`src/rtl/manchester_tx_fifo_pkg.sv`:
```
`default_nettype none
//==============================================================================
// Module  : manchester_pkg
// Purpose : Shared types and helpers for the Manchester transmitter slice.
//           - state_t : frame sequencer states
//           - half_t  : which half of a Manchester bit is on the line
//           - preamble_word() : alternating 1/0 pattern, bit0 = 1
// Revision: 1.0 - initial release
//==============================================================================
package manchester_pkg;

    typedef enum logic [1:0] {
        IDLE = 2'd0,
        PRE  = 2'd1,
        DATA = 2'd2,
        EOF  = 2'd3
    } state_t;

    typedef enum logic {
        FIRST  = 1'b0,
        SECOND = 1'b1
    } half_t;

    // Returns the alternating preamble pattern in the low w bits (w <= 64);
    // callers cast the result down to their own word width.
    function automatic logic [63:0] preamble_word(input int w);
        logic [63:0] r;
        r = '0;
        for (int i = 0; i < 64; i++) begin
            r[i] = (i < w) && ((i % 2) == 0);
        end
        return r;
    endfunction

endpackage : manchester_pkg
`default_nettype wire

```
`src/rtl/manchester_tx_fifo_if.sv`:
```
`default_nettype none
//==============================================================================
// Module  : manchester_tx_fifo_if
// Purpose : Host-side word interface of the Manchester transmitter.
//           data/wr   : word and enqueue strobe (host -> transmitter)
//           full/rdy  : FIFO full and its complement
//           count     : FIFO occupancy
//           ovf       : sticky overflow flag
//           master = host/producer, slave = transmitter.
// Revision: 1.0 - initial release
//==============================================================================
interface manchester_tx_fifo_if #(
    parameter int W     = 8,
    parameter int DEPTH = 16
) ();

    logic [W-1:0]              data;
    logic                      wr;
    logic                      full;
    logic                      rdy;
    logic [$clog2(DEPTH):0]    count;
    logic                      ovf;

    modport master (
        output data,
        output wr,
        input  full,
        input  rdy,
        input  count,
        input  ovf
    );

    modport slave (
        input  data,
        input  wr,
        output full,
        output rdy,
        output count,
        output ovf
    );

endinterface : manchester_tx_fifo_if
`default_nettype wire

```
`src/rtl/manchester_tx_fifo_sync_fifo.sv`:
```
`default_nettype none
//==============================================================================
// Module  : sync_fifo
// Purpose : Single-clock first-word-fall-through word FIFO.
//           clk, rst (async, active low), push/din write side,
//           pop/dout read side (dout always shows the head word),
//           full, empty, count (occupancy, 0..DEPTH).
//           A push while full is ignored even if a pop happens in the
//           same cycle; a pop while empty is ignored.
// Revision: 1.0 - initial release
//==============================================================================
module sync_fifo #(
    parameter int W     = 8,
    parameter int DEPTH = 16
) (
    input  wire logic                     clk,
    input  wire logic                     rst,
    input  wire logic                     push,
    input  wire logic                     pop,
    input  wire logic [W-1:0]             din,
    output logic      [W-1:0]             dout,
    output logic                          full,
    output logic                          empty,
    output logic      [$clog2(DEPTH):0]   count
);

    localparam int c_AW = $clog2(DEPTH);
    localparam int c_CW = c_AW + 1;

    logic [W-1:0]    r_mem [DEPTH];
    logic [c_AW-1:0] r_wp;
    logic [c_AW-1:0] r_rp;
    logic [c_CW-1:0] r_cnt;

    logic w_do_push;
    logic w_do_pop;

    assign full      = (r_cnt == c_CW'(DEPTH));
    assign empty     = (r_cnt == '0);
    assign count     = r_cnt;
    assign dout      = r_mem[r_rp];
    assign w_do_push = push && !full;
    assign w_do_pop  = pop && !empty;

    // Storage carries no reset; stale words are unreachable once the
    // pointers and count are cleared.
    always_ff @(posedge clk) begin
        if (w_do_push) begin
            r_mem[r_wp] <= din;
        end
    end

    // Pointers are exactly c_AW bits wide, so they wrap modulo DEPTH.
    always_ff @(posedge clk or negedge rst) begin
        if (!rst) begin
            r_wp  <= '0;
            r_rp  <= '0;
            r_cnt <= '0;
        end else begin
            if (w_do_push) begin
                r_wp <= r_wp + c_AW'(1);
            end
            if (w_do_pop) begin
                r_rp <= r_rp + c_AW'(1);
            end
            case ({w_do_push, w_do_pop})
                2'b10:   r_cnt <= r_cnt + c_CW'(1);
                2'b01:   r_cnt <= r_cnt - c_CW'(1);
                default: r_cnt <= r_cnt;
            endcase
        end
    end

endmodule : sync_fifo
`default_nettype wire

```
`src/rtl/manchester_tx_fifo.sv`:
```
`default_nettype none
//==============================================================================
// Module  : manchester_tx_fifo
// Purpose : Buffered Manchester transmitter. Words written over the host
//           interface are queued; each frame is PRE_WORDS preamble words,
//           every buffered word back to back, then EOF_HB idle-high
//           half-bits with the driver still enabled.
//           clk        system clock
//           rst        asynchronous, active-low reset
//           bus        host interface (data, wr, full, rdy, count, ovf)
//           txd        Manchester line output (LSB first, 1 = low->high)
//           txen       line driver enable, high for the whole frame
//           busy       sequencer not idle
// Revision: 1.0 - initial release
//==============================================================================
module manchester_tx_fifo
    import manchester_pkg::*;
#(
    parameter int CLKFREQ   = 100_000_000,
    parameter int BAUD      = 9600,
    parameter int W         = 8,
    parameter int DEPTH     = 16,
    parameter int PRE_WORDS = 2,
    parameter int EOF_HB    = 4
) (
    input  wire logic               clk,
    input  wire logic               rst,
    manchester_tx_fifo_if.slave     bus,
    output logic                    txd,
    output logic                    txen,
    output logic                    busy
);

    localparam int c_HB = CLKFREQ / (2 * BAUD);
    localparam int c_DW = $clog2(c_HB);
    localparam int c_BW = $clog2(W);
    localparam int c_PW = $clog2(PRE_WORDS + 1);
    localparam int c_EW = $clog2(EOF_HB + 1);

    localparam logic [c_DW-1:0] c_DIV_LAST  = c_DW'(c_HB - 1);
    localparam logic [c_BW-1:0] c_BIT_LAST  = c_BW'(W - 1);
    localparam logic [c_PW-1:0] c_WORD_LAST = c_PW'(PRE_WORDS - 1);
    localparam logic [c_EW-1:0] c_EOF_LAST  = c_EW'(EOF_HB - 1);
    localparam logic [W-1:0]    c_PRE       = W'(preamble_word(W));

    // FIFO
    logic         w_full;
    logic         w_empty;
    logic         w_pop;
    logic [W-1:0] w_dout;

    sync_fifo #(
        .W     (W),
        .DEPTH (DEPTH)
    ) u_fifo (
        .clk   (clk),
        .rst   (rst),
        .push  (bus.wr),
        .pop   (w_pop),
        .din   (bus.data),
        .dout  (w_dout),
        .full  (w_full),
        .empty (w_empty),
        .count (bus.count)
    );

    assign bus.full = w_full;
    assign bus.rdy  = !w_full;

    // Sequencer state
    state_t          r_state, w_state_nxt;
    half_t           r_half,  w_half_nxt;
    logic [c_DW-1:0] r_div,   w_div_nxt;
    logic [c_BW-1:0] r_bit,   w_bit_nxt;
    logic [c_PW-1:0] r_word,  w_word_nxt;
    logic [c_EW-1:0] r_eof,   w_eof_nxt;
    logic [W-1:0]    r_shift, w_shift_nxt;
    logic            w_tick;
    logic            w_txd;
    logic            w_txen;

    logic            r_txd;
    logic            r_txen;
    logic            r_ovf;

    always_ff @(posedge clk or negedge rst) begin
        if (!rst) begin
            r_state <= IDLE;
            r_half  <= FIRST;
            r_div   <= '0;
            r_bit   <= '0;
            r_word  <= '0;
            r_eof   <= '0;
            r_shift <= '0;
        end else begin
            r_state <= w_state_nxt;
            r_half  <= w_half_nxt;
            r_div   <= w_div_nxt;
            r_bit   <= w_bit_nxt;
            r_word  <= w_word_nxt;
            r_eof   <= w_eof_nxt;
            r_shift <= w_shift_nxt;
        end
    end

    always_comb begin
        w_state_nxt = r_state;
        w_half_nxt  = r_half;
        w_bit_nxt   = r_bit;
        w_word_nxt  = r_word;
        w_eof_nxt   = r_eof;
        w_shift_nxt = r_shift;
        w_pop       = 1'b0;
        w_txd       = 1'b1;
        w_txen      = (r_state != IDLE);

        // Divider is parked at 0 in IDLE so the first half-bit of a frame
        // lasts a full HB cycles.
        w_tick = (r_state != IDLE) && (r_div == c_DIV_LAST);
        if ((r_state == IDLE) || w_tick) begin
            w_div_nxt = '0;
        end else begin
            w_div_nxt = r_div + c_DW'(1);
        end

        case (r_state)
            IDLE: begin
                if (!w_empty) begin
                    w_state_nxt = PRE;
                    w_half_nxt  = FIRST;
                    w_bit_nxt   = '0;
                    w_word_nxt  = '0;
                    w_shift_nxt = c_PRE;
                end
            end

            PRE: begin
                w_txd = (r_half == FIRST) ? ~r_shift[0] : r_shift[0];
                if (w_tick) begin
                    if (r_half == FIRST) begin
                        w_half_nxt = SECOND;
                    end else begin
                        w_half_nxt = FIRST;
                        if (r_bit != c_BIT_LAST) begin
                            w_bit_nxt   = r_bit + c_BW'(1);
                            w_shift_nxt = r_shift >> 1;
                        end else begin
                            w_bit_nxt = '0;
                            if (r_word != c_WORD_LAST) begin
                                w_word_nxt  = r_word + c_PW'(1);
                                w_shift_nxt = c_PRE;
                            end else begin
                                // FIFO cannot be empty here: nothing else
                                // pops since the frame was started.
                                w_state_nxt = DATA;
                                w_pop       = 1'b1;
                                w_shift_nxt = w_dout;
                            end
                        end
                    end
                end
            end

            DATA: begin
                w_txd = (r_half == FIRST) ? ~r_shift[0] : r_shift[0];
                if (w_tick) begin
                    if (r_half == FIRST) begin
                        w_half_nxt = SECOND;
                    end else begin
                        w_half_nxt = FIRST;
                        if (r_bit != c_BIT_LAST) begin
                            w_bit_nxt   = r_bit + c_BW'(1);
                            w_shift_nxt = r_shift >> 1;
                        end else begin
                            w_bit_nxt = '0;
                            if (!w_empty) begin
                                // Chain the next word with no gap.
                                w_pop       = 1'b1;
                                w_shift_nxt = w_dout;
                            end else begin
                                w_state_nxt = EOF;
                                w_eof_nxt   = '0;
                            end
                        end
                    end
                end
            end

            EOF: begin
                if (w_tick) begin
                    if (r_eof == c_EOF_LAST) begin
                        w_state_nxt = IDLE;
                    end else begin
                        w_eof_nxt = r_eof + c_EW'(1);
                    end
                end
            end

            default: begin
                w_state_nxt = IDLE;
            end
        endcase
    end

    // Line outputs are registered, so the line trails the sequencer by
    // one cycle while every half-bit keeps its full HB-cycle length.
    always_ff @(posedge clk or negedge rst) begin
        if (!rst) begin
            r_txd  <= 1'b1;
            r_txen <= 1'b0;
            r_ovf  <= 1'b0;
        end else begin
            r_txd  <= w_txd;
            r_txen <= w_txen;
            if (bus.wr && w_full) begin
                r_ovf <= 1'b1;
            end
        end
    end

    assign txd     = r_txd;
    assign txen    = r_txen;
    assign busy    = (r_state != IDLE);
    assign bus.ovf = r_ovf;

endmodule : manchester_tx_fifo
`default_nettype wire

```
`src/flat_wrapper.sv`:
```
// flat-port wrapper written by rule: the top's interface ports become plain ports
module manchester_tx_fifo_flat import manchester_pkg::*;
#(
    parameter int CLKFREQ   = 100_000_000,
    parameter int BAUD      = 9600,
    parameter int W         = 8,
    parameter int DEPTH     = 16,
    parameter int PRE_WORDS = 2,
    parameter int EOF_HB    = 4
)
  (clk, rst, txd, txen, busy, bus_data, bus_wr, bus_full, bus_rdy, bus_count, bus_ovf);
  manchester_tx_fifo_if #(.W(W), .DEPTH(DEPTH)) bus_i ();
  input  wire logic clk;
  input  wire logic rst;
  output logic txd;
  output logic txen;
  output logic busy;
  input wire logic [$bits(bus_i.data)-1:0] bus_data;
  input wire logic [$bits(bus_i.wr)-1:0] bus_wr;
  output wire logic [$bits(bus_i.full)-1:0] bus_full;
  output wire logic [$bits(bus_i.rdy)-1:0] bus_rdy;
  output wire logic [$bits(bus_i.count)-1:0] bus_count;
  output wire logic [$bits(bus_i.ovf)-1:0] bus_ovf;
  assign bus_i.data = bus_data;
  assign bus_i.wr = bus_wr;
  assign bus_full = bus_i.full;
  assign bus_rdy = bus_i.rdy;
  assign bus_count = bus_i.count;
  assign bus_ovf = bus_i.ovf;
  manchester_tx_fifo #(.CLKFREQ(CLKFREQ), .BAUD(BAUD), .W(W), .DEPTH(DEPTH), .PRE_WORDS(PRE_WORDS), .EOF_HB(EOF_HB)) u_core (.clk(clk), .rst(rst), .bus(bus_i), .txd(txd), .txen(txen), .busy(busy));
endmodule
```
`config.mk`:
```
export PLATFORM = sky130hd
export DESIGN_NAME = manchester_tx_fifo_flat
export DESIGN_NICKNAME = d
export VERILOG_FILES = /design/src/rtl/manchester_tx_fifo_pkg.sv /design/src/rtl/manchester_tx_fifo_if.sv /design/src/rtl/manchester_tx_fifo_sync_fifo.sv /design/src/rtl/manchester_tx_fifo.sv /design/src/flat_wrapper.sv
export SDC_FILE = /design/constraint.sdc
export NUM_CORES = 1
export LEC_CHECK = 0
export CAP_MARGIN = 30
export CELL_PAD_IN_SITES_DETAIL_PLACEMENT = 0
export CELL_PAD_IN_SITES_GLOBAL_PLACEMENT = 1
export CORE_ASPECT_RATIO = 0.6
export CORE_MARGIN = 5
export CORE_UTILIZATION = 35
export CTS_CLUSTER_SIZE = 12
export DETAILED_ROUTE_END_ITERATION = 6
export PLACE_DENSITY = 0.6
export REMOVE_ABC_BUFFERS = 1
export SYNTH_ARGS = -nofsm -noshare
export SYNTH_HDL_FRONTEND = slang
export SYNTH_SLANG_ARGS = --single-unit
export TNS_END_PERCENT = 5
```
`constraint.sdc`:
```
create_clock -name clk -period 4.79 [get_ports clk]
set_input_delay 0.7185 -clock clk [delete_from_list [all_inputs] [get_ports clk]]
set_output_delay 0.7185 -clock clk [all_outputs]
set_load 0.02 [all_outputs]
```
==> qor.yml <==
synth:
  synth_edf_count: 128
  yosys_warnings: 0
  netlist_top_cells_area: "edfxtp_1, dfrtp_1, mux4_2"
  ys_ff_latch: 176
  netlist_area_um2: 7570
  avgSynthCellArea_um2: 15.3
  seq_area_frac_synth_pct: 66.7
  netlist_instances: 495
  synth_ff_type: "edfxtp_1"
  ys_async_sr_fraction_pct: 27.3
  synth_top_area_share_pct: 50.8
  synth_cell_types: 55
  yosysTopAreaCell: "edfxtp_1"
detailed_routing:
  vias: 4226
  vias_per_cell: 5.15
  drtPass1Iterations: 5
  drtIter0Drc: 365
  wl_per_cell_um: 20.7
  drt-total-wl_um: 16900
  ant_nets: 0
  drc: 0
clock_tree:
  cts_tree: "yes"
  cts_resized: 0
  hold_buffers: 0
  post_cts.repair.setup_buffers: 0
  clock_latency_ns: 0.43
  cts.htree.levels: 4
  path_clk_slew_ns: 0.07
  numCtsBuffers: 17
  cts_max_path_buffers: 2
  clock-sinks: 176
  cts-root-buf: "clkbuf_16"
final_layout:
  fin_area_um2: 8800
  final_cell_mix: "edfxtp_1, dfrtp_1, nor2_1"
  nets: 559
  area_growth_syn_to_layout_pct: 16.3
  final_common_cell: "edfxtp_1"
  antennaDiodeCount: 0
  drive_gt1_share_pct: 16.5
setup_path:
  cp-end-kind: "flop"
  cp-start-kind: "flop"
  cp_data_arrival_time_ns: 3.98
  startpoint: "u_core.r_div[5]"
  path_class: "flop to flop"
  timing.rr.start: "u_core.r_div[5]"
  critPathRequiredTime_ns: 5.14
  path_max_fanout: 5
place:
  portBuffers: 21
  hpwl_um: 11500
  place_ws_ns: 1.26
  post_dp_cell_area_um2: 8160
  place_congestion: 0.814
floorplanning:
  die_w_um: 200
  rows: 41
  start_util_pct: 35.8
  core_um2: 21100
  die_height_um: 124
  dieArea_um2: 24800
  io_pins: 22
timing:
  setup_violations: 0
  relSlewSlack_pct: 31.4
  tns_ns: 0
  rsz0062_at_grt: "no"
  hold_viol: 0
  clock-skew-final_ns: 0.0118
  period_share_pct: 75.7
  max_freq_mhz: 276
  worst_pin_slew_ns: 1.02
  slew_viol_final: 0
  period_needed_ns: 3.62
  worst_slack_ns: 1.17
grt:
  antenna_found_initial: 0
  grt_max_degree: 48
  grt_pass1_vias: 4325
  grt_pass1_wl_um: 26400
  overflow: 0
  grt_usage_pct: 14.7
pwr:
  powerDensity_nw_per_um2: 432
  leakage_nw: 3.09
  peakVddDrop_v: 0.000247
worst_hold_path:
  hold_class: "primary input to async pin"
job:
  max_cap_violations: 0
status:
  status: "completed"
## kinds of logic (layout without fill, tap and decap cells)
kind of cell	count (synthesis)	in the layout	synth area share (%)
buf+inv	39	85	2.10
simple gates	132	132	8.63
fa+ha+maj	20	20	3.41
mux	48	48	11.5
flops	176	176	66.7
compound gates	59	59	5.26
xor+xnor	21	21	2.43
## area by class of cell
cell class                 count  area (um2)
fill                        1911       12300
sequential                   176        5050
multi-input combinational    280        2380
clock buffer                  19         433
tap                          279         349
timing repair buffer          37         345
clock inverter                13         186
inverter                      16        60.1
## metal layers
metal  GRT usage, %  vias to the layer above  wire, um
met5              0                        -         0
met4           3.99                        0        68
met3           3.70                        5       854
met2           19.5                       81      6890
met1           23.5                     2189      9130
li1               -                     1951         -
## where the power goes
part / internal [W] / leakage, nW / switching, W / total (W)
sequential: 0.00179 / 1.76 / 0.0000966 / 0.00189
clock: 0.000875 / 0.287 / 0.000595 / 0.00147
combinational: 0.000172 / 1.04 / 0.000271 / 0.000443
## registers in the layout, indices dropped and copies added (netlist names), 2 cells and up
register,flops
u_core.u_fifo.count,5
u_core.r_state,2
u_core.r_shift,8
u_core.u_fifo.r_rp,4
u_core.u_fifo.r_mem,128
u_core.r_div,13
u_core.r_eof,3
u_core.r_word,2
u_core.u_fifo.r_wp,4
u_core.r_bit,3
## worst max-delay path: stages (launching register included)
cell     delay [ns]
dfrtp_1        0.43
or4b_4         0.57
nor4_2         0.27
nand2_1        0.15
nor4_1         0.52
ha_1           0.34
inv_1          0.10
fa_1           0.41
nor2b_1        0.13
o21ai_0        0.10
and3_1         0.19
nor3_1         0.17
xor2_1         0.16
## cell usage after synthesis, types with 2 or more instances
cell type  instances
xnor2_1           12
edfxtp_1         128
or4_1              2
buf_1              2
mux2i_1           15
a211oi_1           4
nor2b_1            6
o21ai_0           17
buf_2              4
mux4_2            31
nor2_1            41
dfrtp_1           47
clkbuf_1          16
o22a_1             4
a21o_1             2
ha_1              19
o31ai_1            2
nand2_1           33
nand3b_1           2
nor3b_1            2
inv_1             16
nand2b_1           6
xor2_1             9
nand4_1            8
nor4_1             4
nor3_1             7
a21oi_1           11
o22ai_1            4
nand3_1            9
a22oi_1            4
and3_1             3
or3_1              2
## through the flow
step	hold WS, ns	std cells	total power [W]	util [%]
2_1_floorplan	0.423	472	0.00213	-
3_3_place_gp	0.440	776	0.00233	38.2
3_5_place_dp	0.471	785	0.00236	38.6
4_1_cts	0.222	817	0.00383	41.6
5_1_grt	0.224	820	0.00396	41.7
6_report	0.236	820	0.00380	41.7
## path summary, 6_finish.rpt
kind / endpoint / cells after the start / slack (ns)
min reg2reg: u_core.bus.ovf / 1 / 0.49
max in group asynchronous: u_core.u_fifo.r_rp[0] / 2 / 3.90
min in group clk: u_core.bus.ovf / 1 / 0.49
max reg2reg: u_core.u_fifo.count[4] / 12 / 1.17
max: u_core.u_fifo.count[4] / 12 / 1.17
min: u_core.txd / 1 / 0.24
Power figures use the tool's default switching activity.
